[config.mk]
export PLATFORM = sky130hd
export DESIGN_NAME = sdr_ch3_arbiter
export DESIGN_NICKNAME = d
export VERILOG_FILES = /design/src/rtl/sdr_ch3_arbiter.sv
export SDC_FILE = /design/constraint.sdc
export NUM_CORES = 1
export LEC_CHECK = 0
export CORE_MARGIN = 10
export CORE_UTILIZATION = 42
export CTS_CLUSTER_DIAMETER = 200
export CTS_CLUSTER_SIZE = 24
export DETAILED_ROUTE_END_ITERATION = 8
export PLACE_DENSITY = 0.95
export SLEW_MARGIN = 0
export SYNTH_ARGS = -nofsm -noshare
export SYNTH_HDL_FRONTEND = slang
export SYNTH_SLANG_ARGS = --single-unit
[constraint.sdc]
create_clock -name clk -period 4.1 [get_ports clk]
set_input_delay 1.23 -clock clk [delete_from_list [all_inputs] [get_ports clk]]
set_output_delay 1.23 -clock clk [all_outputs]
set_load 0.03 [all_outputs]
[src/rtl/sdr_ch3_arbiter.sv]
// -----------------------------------------------------------------------------
// sdr_ch3_arbiter
//
// Shares SDRAM channel 3 between three requesters and keeps at most one
// transaction outstanding on the controller's ch3_* port:
//   - ROM loader write path (only requester served while rom_mode is high)
//   - BG2 tile fetcher (read only)
//   - auxiliary read/write port (NVRAM / hiscore / debug)
//
// Arbitration outside ROM download is BG2 over AUX. After STARVE_MAX
// consecutive BG2 grants made while AUX was waiting, AUX wins the next slot.
// A watchdog abandons a transaction if mem_ready has not arrived TIMEOUT
// cycles after the issue cycle. The requester still gets its rdy pulse (read
// data forced to 16'hFFFF), and timeout_err is latched until reset.
//
// Ports
//   clk, reset            : single clock, synchronous active-high reset
//   rom_mode              : ROM download active
//   rom_req/addr/din/be   : ROM write request (level, held until rom_rdy)
//   rom_rdy               : ROM completion pulse
//   bg2_req/addr          : BG2 read request (level, held until bg2_rdy)
//   bg2_dout, bg2_rdy     : BG2 read data, completion pulse
//   aux_req/rnw/addr/din/be : AUX request (level, held until aux_rdy)
//   aux_dout, aux_rdy     : AUX read data, completion pulse
//   mem_addr/din/be/rnw   : latched command towards ch3_*
//   mem_req               : one-cycle issue pulse
//   mem_dout, mem_ready   : controller read data and completion pulse
//   busy                  : transaction outstanding (ISSUE or WAIT)
//   timeout_err           : sticky watchdog flag
// -----------------------------------------------------------------------------
module sdr_ch3_arbiter #(
    parameter int AW         = 24,
    parameter int STARVE_MAX = 4,
    parameter int TIMEOUT    = 255
) (
    input  logic          clk,
    input  logic          reset,

    input  logic          rom_mode,
    input  logic          rom_req,
    input  logic [AW-1:0] rom_addr,
    input  logic [15:0]   rom_din,
    input  logic [1:0]    rom_be,
    output logic          rom_rdy,

    input  logic          bg2_req,
    input  logic [AW-1:0] bg2_addr,
    output logic [15:0]   bg2_dout,
    output logic          bg2_rdy,

    input  logic          aux_req,
    input  logic          aux_rnw,
    input  logic [AW-1:0] aux_addr,
    input  logic [15:0]   aux_din,
    input  logic [1:0]    aux_be,
    output logic [15:0]   aux_dout,
    output logic          aux_rdy,

    output logic [AW-1:0] mem_addr,
    output logic [15:0]   mem_din,
    output logic [1:0]    mem_be,
    output logic          mem_rnw,
    output logic          mem_req,
    input  logic [15:0]   mem_dout,
    input  logic          mem_ready,

    output logic          busy,
    output logic          timeout_err
);

    localparam int SW = $clog2(STARVE_MAX + 1);
    localparam int WW = $clog2(TIMEOUT + 1);

    localparam logic [SW-1:0] STARVE_LIM = SW'(STARVE_MAX);
    // The watchdog is cleared in ISSUE and counts from the first WAIT cycle,
    // so the value TIMEOUT-1 marks the last WAIT cycle; the abandon
    // response then lands TIMEOUT+1 cycles after the issue pulse.
    localparam logic [WW-1:0] WDOG_LAST  = WW'(TIMEOUT - 1);

    typedef enum logic [1:0] {
        ST_IDLE  = 2'd0,
        ST_ISSUE = 2'd1,
        ST_WAIT  = 2'd2
    } state_t;

    typedef enum logic [1:0] {
        SRC_NONE = 2'd0,
        SRC_ROM  = 2'd1,
        SRC_BG2  = 2'd2,
        SRC_AUX  = 2'd3
    } src_t;

    // One-hot completion pulses {aux, bg2, rom} for a granted source.
    function automatic logic [2:0] rdy_vec(input src_t src);
        logic [2:0] v;
        case (src)
            SRC_ROM: v = 3'b001;
            SRC_BG2: v = 3'b010;
            SRC_AUX: v = 3'b100;
            default: v = 3'b000;
        endcase
        return v;
    endfunction

    state_t          state_r;
    src_t            gnt_r;
    src_t            win_s;
    logic [SW-1:0]   starve_cnt_r;
    logic [WW-1:0]   wdog_r;

    logic [AW-1:0]   mem_addr_r;
    logic [15:0]     mem_din_r;
    logic [1:0]      mem_be_r;
    logic            mem_rnw_r;
    logic            mem_req_r;
    logic            busy_r;
    logic            timeout_err_r;
    logic            rom_rdy_r;
    logic            bg2_rdy_r;
    logic            aux_rdy_r;
    logic [15:0]     bg2_dout_r;
    logic [15:0]     aux_dout_r;

    logic            finish_s;
    logic [15:0]     ret_data_s;

    // Select the winner among current requests (only meaningful in IDLE).
    always_comb begin
        win_s = SRC_NONE;
        if (rom_mode) begin
            if (rom_req) begin
                win_s = SRC_ROM;
            end else begin
                win_s = SRC_NONE;
            end
        end else if (aux_req && (starve_cnt_r == STARVE_LIM)) begin
            win_s = SRC_AUX;
        end else if (bg2_req) begin
            win_s = SRC_BG2;
        end else if (aux_req) begin
            win_s = SRC_AUX;
        end else begin
            win_s = SRC_NONE;
        end
    end

    // Transaction end (data or watchdog) and the data returned to a reader.
    always_comb begin
        finish_s   = 1'b0;
        ret_data_s = 16'hFFFF;
        if (state_r == ST_WAIT) begin
            finish_s = mem_ready || (wdog_r == WDOG_LAST);
        end else begin
            finish_s = 1'b0;
        end
        if (mem_ready) begin
            ret_data_s = mem_dout;
        end else begin
            ret_data_s = 16'hFFFF;
        end
    end

    // Main sequencer: grant/latch, issue pulse, wait with watchdog.
    always_ff @(posedge clk) begin
        if (reset) begin
            state_r       <= ST_IDLE;
            gnt_r         <= SRC_NONE;
            wdog_r        <= {WW{1'b0}};
            mem_addr_r    <= {AW{1'b0}};
            mem_din_r     <= 16'h0000;
            mem_be_r      <= 2'b00;
            mem_rnw_r     <= 1'b0;
            mem_req_r     <= 1'b0;
            busy_r        <= 1'b0;
            timeout_err_r <= 1'b0;
            rom_rdy_r     <= 1'b0;
            bg2_rdy_r     <= 1'b0;
            aux_rdy_r     <= 1'b0;
        end else begin
            mem_req_r <= 1'b0;
            rom_rdy_r <= 1'b0;
            bg2_rdy_r <= 1'b0;
            aux_rdy_r <= 1'b0;
            case (state_r)
                ST_IDLE: begin
                    // A late mem_ready seen here is deliberately ignored.
                    if (win_s != SRC_NONE) begin
                        gnt_r     <= win_s;
                        mem_req_r <= 1'b1;
                        busy_r    <= 1'b1;
                        state_r   <= ST_ISSUE;
                        case (win_s)
                            SRC_ROM: begin
                                mem_addr_r <= rom_addr;
                                mem_din_r  <= rom_din;
                                mem_be_r   <= rom_be;
                                mem_rnw_r  <= 1'b0;
                            end
                            SRC_BG2: begin
                                mem_addr_r <= bg2_addr;
                                mem_din_r  <= 16'h0000;
                                mem_be_r   <= 2'b11;
                                mem_rnw_r  <= 1'b1;
                            end
                            SRC_AUX: begin
                                mem_addr_r <= aux_addr;
                                mem_din_r  <= aux_din;
                                mem_be_r   <= aux_be;
                                mem_rnw_r  <= aux_rnw;
                            end
                            default: begin
                                mem_addr_r <= mem_addr_r;
                                mem_din_r  <= mem_din_r;
                                mem_be_r   <= mem_be_r;
                                mem_rnw_r  <= mem_rnw_r;
                            end
                        endcase
                    end else begin
                        busy_r  <= 1'b0;
                        state_r <= ST_IDLE;
                    end
                end
                ST_ISSUE: begin
                    wdog_r  <= {WW{1'b0}};
                    state_r <= ST_WAIT;
                end
                ST_WAIT: begin
                    if (mem_ready) begin
                        {aux_rdy_r, bg2_rdy_r, rom_rdy_r} <= rdy_vec(gnt_r);
                        gnt_r   <= SRC_NONE;
                        busy_r  <= 1'b0;
                        state_r <= ST_IDLE;
                    end else if (wdog_r == WDOG_LAST) begin
                        {aux_rdy_r, bg2_rdy_r, rom_rdy_r} <= rdy_vec(gnt_r);
                        timeout_err_r <= 1'b1;
                        gnt_r         <= SRC_NONE;
                        busy_r        <= 1'b0;
                        state_r       <= ST_IDLE;
                    end else begin
                        wdog_r <= wdog_r + WW'(1);
                    end
                end
                default: begin
                    gnt_r   <= SRC_NONE;
                    busy_r  <= 1'b0;
                    state_r <= ST_IDLE;
                end
            endcase
        end
    end

    // Anti-starvation count of BG2 grants taken while AUX was waiting.
    always_ff @(posedge clk) begin
        if (reset) begin
            starve_cnt_r <= {SW{1'b0}};
        end else if ((state_r == ST_IDLE) && (win_s == SRC_BG2) && aux_req) begin
            if (starve_cnt_r != STARVE_LIM) begin
                starve_cnt_r <= starve_cnt_r + SW'(1);
            end else begin
                starve_cnt_r <= starve_cnt_r;
            end
        end else if ((state_r == ST_IDLE) && (win_s == SRC_AUX)) begin
            starve_cnt_r <= {SW{1'b0}};
        end else if (!aux_req) begin
            starve_cnt_r <= {SW{1'b0}};
        end else begin
            starve_cnt_r <= starve_cnt_r;
        end
    end

    // BG2 read data; holds until the next completed BG2 read.
    always_ff @(posedge clk) begin
        if (reset) begin
            bg2_dout_r <= 16'h0000;
        end else if (finish_s && mem_rnw_r && (gnt_r == SRC_BG2)) begin
            bg2_dout_r <= ret_data_s;
        end else begin
            bg2_dout_r <= bg2_dout_r;
        end
    end

    // AUX read data; AUX writes leave it untouched.
    always_ff @(posedge clk) begin
        if (reset) begin
            aux_dout_r <= 16'h0000;
        end else if (finish_s && mem_rnw_r && (gnt_r == SRC_AUX)) begin
            aux_dout_r <= ret_data_s;
        end else begin
            aux_dout_r <= aux_dout_r;
        end
    end

    assign mem_addr    = mem_addr_r;
    assign mem_din     = mem_din_r;
    assign mem_be      = mem_be_r;
    assign mem_rnw     = mem_rnw_r;
    assign mem_req     = mem_req_r;
    assign busy        = busy_r;
    assign timeout_err = timeout_err_r;
    assign rom_rdy     = rom_rdy_r;
    assign bg2_rdy     = bg2_rdy_r;
    assign aux_rdy     = aux_rdy_r;
    assign bg2_dout    = bg2_dout_r;
    assign aux_dout    = aux_dout_r;

endmodule

# [Yosys cells after proc, flatten, opt, wreduce, memory -nomap -nowiden]
# Cells that the tools add are included.
[classes] reduce_logical=20 n_addsub=2 eq_ne=17 n_bitwise=4 mux=35
[op_table] op="$pmux 24 s3" count=1
[op_table] op="$pmux 16 s3" count=1
[op_table] op="$pmux 2 s3" count=3
[op_table] op="$mux 16" count=1
[op_table] op="$mux 8" count=2
[op_table] op="$pmux 8 s2" count=1
[op_table] op="$mux 2" count=7
[op_table] op="$mux 1" count=12
[op_table] op="$mux 3" count=4
[op_table] op="$reduce_and 3->1" count=4
[op_table] op="$eq 2x2->1 const B" count=5
[op_table] op="$pmux 3 s3" count=1
[op_table] op="$add 8x1->8 const B" count=1
[op_table] op="$eq 8x8->1 const B" count=1
[op_table] op="$logic_and 1x1->1" count=7
[op_table] op="$eq 2x1->1 const B" count=3
[op_table] op="$ne 2x2->1 const B" count=3
[op_table] op="$pmux 1 s3" count=2
[op_table] op="$not 1->1" count=4
[op_table] op="$reduce_and 2->1" count=2
[op_table] op="$reduce_bool 2->1" count=2
[op_table] op="$reduce_or 2->1" count=2
[op_table] op="$add 3x1->3 const B" count=1
[op_table] op="$eq 3x3->1 const B" count=1
[op_table] op="7 further kinds" count=7
[word_totals] input_bits=132 ff_bits=96 out_inout_bits=81 elab_cells=94

# [Logic depth before layout (Yosys ltp)]
[depth] ltp_word=9 depth_mapped=8 depth_no_buf=6

# [Worst setup path after synthesis]
# OpenSTA, ideal clock, no wires.
[synth_path] kind="in2reg" startpoint="in rom_mode" endpoint="reg mem_addr_r[13], in the netlist mem_addr[13]" slack_ns=1.829 path_stages=5 n_path_buf=2 arrival_ns=2.138 setup_ns=0.133 required_time_ns=3.967 cell_sequence="o21bai_1 a21boi_2 buf_4 buf_1 a21oi_1"
[synth_via] elab_chain_cells=4 word_cells_on_any_way=8 cone_classes="eq/ne: 3; mux: 2; reduce/logical: 3"
[synth_lines] item="start, declared" line="39" rtl="input logic rom_mode,"
[synth_lines] item="$mux 2 (*)" line="130" rtl="if (rom_mode) begin"
[synth_lines] item="$eq 2x2->1 / $eq 2x1->1 (equally long branches)" line="192" rtl="case (win_s)"
[synth_lines] item="$reduce_bool 3->1 (no source line)"
[synth_lines] item="$reduce_and 3->1 (no source line)"
[synth_lines] item="end signal, assigned" line="194" rtl="mem_addr_r <= rom_addr;"
[synth_lines] item="end signal, assigned" line="200" rtl="mem_addr_r <= bg2_addr;"
[synth_lines] item="end signal, assigned" line="206" rtl="mem_addr_r <= aux_addr;"
[synth_lines] item="end, declared" line="111" rtl="logic [AW-1:0] mem_addr_r;"
# Mark *: on every way between the ends. The rest lies on a longest branch, timed or not.
# A chain may end at the register's enable or synchronous reset.

# [Final worst setup path]
[layout_path] startpoint="in aux_req" endpoint="reg mem_addr_r[14], in the netlist mem_addr[14]"
[layout_via] elab_chain_cells=7 word_cells_on_any_way=12 cone_classes="eq/ne: 3; mux: 5; reduce/logical: 4"
[layout_lines] item="start, declared" line="51" rtl="input logic aux_req,"
[layout_lines] item="$mux 2" line="140" rtl="end else if (aux_req) begin"
[layout_lines] item="$mux 2" line="138" rtl="end else if (bg2_req) begin"
[layout_lines] item="$mux 2 (*)" line="136" rtl="end else if (aux_req && (starve_cnt_r == STARVE_LIM)) begin"
[layout_lines] item="$mux 2 (*)" line="130"
[layout_lines] item="$eq 2x2->1 / $eq 2x1->1 (equally long branches)" line="192"
[layout_lines] item="$reduce_bool 3->1 (no source line)"
[layout_lines] item="$reduce_and 3->1 (no source line)"
# Marked as above.

==> results.toml <==
[placement]
place_area_um2 = 6190
port_buffers = 212
routabilityCongestion = 0.841
dpl.cell_count = 714
hpwl_mm = 11.9

[clock_network]
cts_made_buffers = 9
cts_tree = "yes"
cts-resized-gates = 0
clockBufferDepth = 2
insertion_delay_ps = 360
hold_buffers = 0
clk_pin_slew_ps = 100
htreeDepth = 3
post_cts_buffers = 0
clock-sinks = 96
cts-root-buf = "clkbuf_8"

[synth]
synthCells = 404
synth_cell_types = 49
synth-adder-area-share_pct = 1.26
synth_top_family_by_area = "compound AO/OA/AOI/OAI gates"
synth-compound-area-share_pct = 31.6
synth-seq-cells = 96
synthMuxAreaShare_pct = 1.01
avgSynthCellArea_um2 = 9.85
seq_area_frac_synth_pct = 48.3
synthSimpleGateAreaFrac_pct = 13.1
synth_area_um2 = 3980
ys_async_sr_fraction_pct = 0
synth_xor_area_share_pct = 0
synth_warnings = 0
syn-num-nets = 540
synth_edf_count = 0
synth-main-ff-cell = "dfxtp_1"

[final_layout]
seq_area_um2 = 1920
multi_input_area_um2 = 1890
final_cells = 734
drive_gt1_share_pct = 11.6
most-common-layout-cells = "clkdlybuf4s50_1 (212), dfxtp_1 (96), a21oi_1 (37)"
syn2layout_area_growth_pct = 60.6
final_common_cell = "clkdlybuf4s50_1"
fillers = 672
design_area_um2 = 6390
nets = 732

[die]
initial_utilization_pct = 43.1
fp.dieH_um = 117
coreArea_um2 = 9240
io_pins = 213
die_area_um2 = 13800
rows = 35
die_w_um = 117

[power]
powerDensity_nw_per_um2 = 338
swShare_pct = 31.2
leakage_nw = 2.29
power_frac_clock_pct = 27.1
irDropWorstVdd_uv = 198
p_int_mw = 1.49
p_seq_share_pct = 47.4
power.switching_mw = 0.675
combPwrFrac_pct = 25.5

[routing]
avgRoutedWirePerCell_um = 21.2
drt_iter0_drc = 464
via_count = 4317
via_per_inst = 5.88
route.detailed.drc = 0
wl_mm = 15.6
ant_nets = 0
dr.pass1.iters = 9

[min_path]
min-delay-start = "mem_be[0]$_SDFFE_PP0P_"
hold_path_end = "mem_be[0]$_SDFFE_PP0P_"
holdPathStages = 2
min_path_type = "reg -> reg"

[grt]
grt_pass1_vias = 4562
antenna_found_initial = 4
grt_max_degree = 55
grt_pass1_wl_mm = 24.3
grt.total_usage_pct = 21.3
overflow = 0

[timing]
maxSlewViolCount = 0
fin_crit_sh_pct = 70.8
fmaxAchievable_ghz = 0.345
rsz0062_at_grt = "false"
hold_viol = 0
layout_min_cycle_time_ps = 2900
worst_pin_slew_ps = 923
finalSetupViolCount = 0
max-slew-margin-rel_pct = 38.5
fin_setup_tns_ps = 0
finClkSkew_ps = 10.7

[critical_path]
path_cells = "clkdlybuf4s50_1 -> o21bai_4 -> a21boi_4 -> buf_12 -> o21ai_0 -> a21oi_1"
reg2reg_to = "mem_addr[13]$_SDFFE_PP0P_"
slowest_stage = "clkdlybuf4s50_1"
critPathLaunchType = "input pin"
critPathBufInv = 2
crit_required_ps = 4390
worstPathArrival_ps = 3190
crit_family = "compound AO/OA/AOI/OAI gates"
cp-end-kind = "register"
worstPathMaxFanout = 54
r2r_slack_ps = 2040
critPathMaxStageDelay_ps = 630
r2r_start = "starve_cnt_r[0]$_SDFFE_PP0P_"
crit_type = "in -> reg"
reg2reg_depth = 6

[outcome]
status = "completed"

[flow_run]
maxCapViolations = 0
## power groups by stage
stage          Combinational (mW)  Sequential, mW  Clock, mW
2_1_floorplan               0.160            1.14          0
3_3_place_gp                0.534            1.04          0
3_5_place_dp                0.547            1.04          0
4_1_cts                     0.549            1.02      0.596
5_1_grt                     0.585            1.03      0.638
6_report                    0.550            1.02      0.586
## cells by family (layout without fill, tap and decap cells)
family	count (synthesis)	in the layout
compound gates	159	159
simple gates	98	98
flops	96	96
buf+inv	43	240
fa+ha+maj	4	4
mux	4	4
other cells	0	4
## sequential cells by signal, indices dropped and copies added (netlist names)
signal and flops:
aux_dout 16, aux_rdy 1, bg2_dout 16, bg2_rdy 1, busy 1, gnt_r 2
mem_addr 24, mem_be 2, mem_din 16, mem_req 1, mem_rnw 1, rom_rdy 1
starve_cnt_r 3, state_r 2, timeout_err 1, wdog_r 8
## synth_stat cells (2+ instances only)
master	n	area, µm²
o221ai_1	2	17.5
mux2i_1	4	40.0
o221a_2	32	360
and3_1	4	25.0
inv_1	5	18.8
a222oi_1	24	240
nor4_1	2	12.5
dfxtp_1	96	1920
o2111ai_1	3	26.3
or2_2	2	12.5
a31oi_1	2	12.5
nand4b_1	2	17.5
buf_4	3	22.5
o21bai_1	2	15.0
nand3_1	10	50.1
nand2b_1	5	31.3
buf_2	6	30.0
a21oi_1	37	185
a21boi_2	2	22.5
or3_1	4	25.0
and2_1	2	12.5
nand4_1	2	12.5
ha_1	4	50.1
nor3_1	18	90.1
clkbuf_1	26	97.6
o211ai_1	2	15.0
o21ai_0	28	140
nand2_1	17	63.8
a221oi_1	16	140
nor2_1	23	86.3
## how the worst max path moves through the flow
stage / from / endpoint / slack (ps) / cells after the start
2_1_floorplan: rom_mode / mem_addr[13]$_SDFFE_PP0P_ / 1830 / 5
3_3_place_gp: reset / bg2_rdy$_SDFF_PP0_ / 950 / 5
3_5_place_dp: rom_mode / mem_addr[14]$_SDFFE_PP0P_ / 880 / 6
4_1_cts: aux_req / mem_addr[14]$_SDFFE_PP0P_ / 1250 / 6
5_1_grt: aux_req / mem_addr[14]$_SDFFE_PP0P_ / 1060 / 6
6_report: aux_req / mem_addr[14]$_SDFFE_PP0P_ / 1200 / 6
## layer usage
layer | wire, µm | global-route usage, %
met5 | 0 | 0
met3 | 1760 | 8.49
met2 | 7690 | 36.3
met1 | 5440 | 21.6
met4 | 691 | 12.1
## worst min-delay path, cell delays in order (launching register included)
cell and delay [ps]:
dfxtp_1 320, nand2_1 60, a21oi_1 60
## layout make-up
cell class                      count  share of cell area, %
Timing Repair Buffer              218                   34.3
Sequential cell                    96                   30.1
Multi-Input combinational cell    265                   29.6
Tap cell                          129                   2.53
Clock buffer                        9                   1.94
Clock inverter                      7                  0.999
Inverter                            6                  0.352
Antenna cell                        4                  0.157
## through the flow
stage          utilization (%)  total power, mW  hold slack [ps]  setup WS, ps
2_1_floorplan                -             1.30              448          1830
3_3_place_gp              67.0             1.57              442           950
3_5_place_dp              67.0             1.59              460           877
4_1_cts                   69.0             2.17              471          1250
5_1_grt                   69.2             2.25              497          1060
6_report                  69.2             2.16              480          1200
Note: power is estimated with default switching activity, not from simulation.
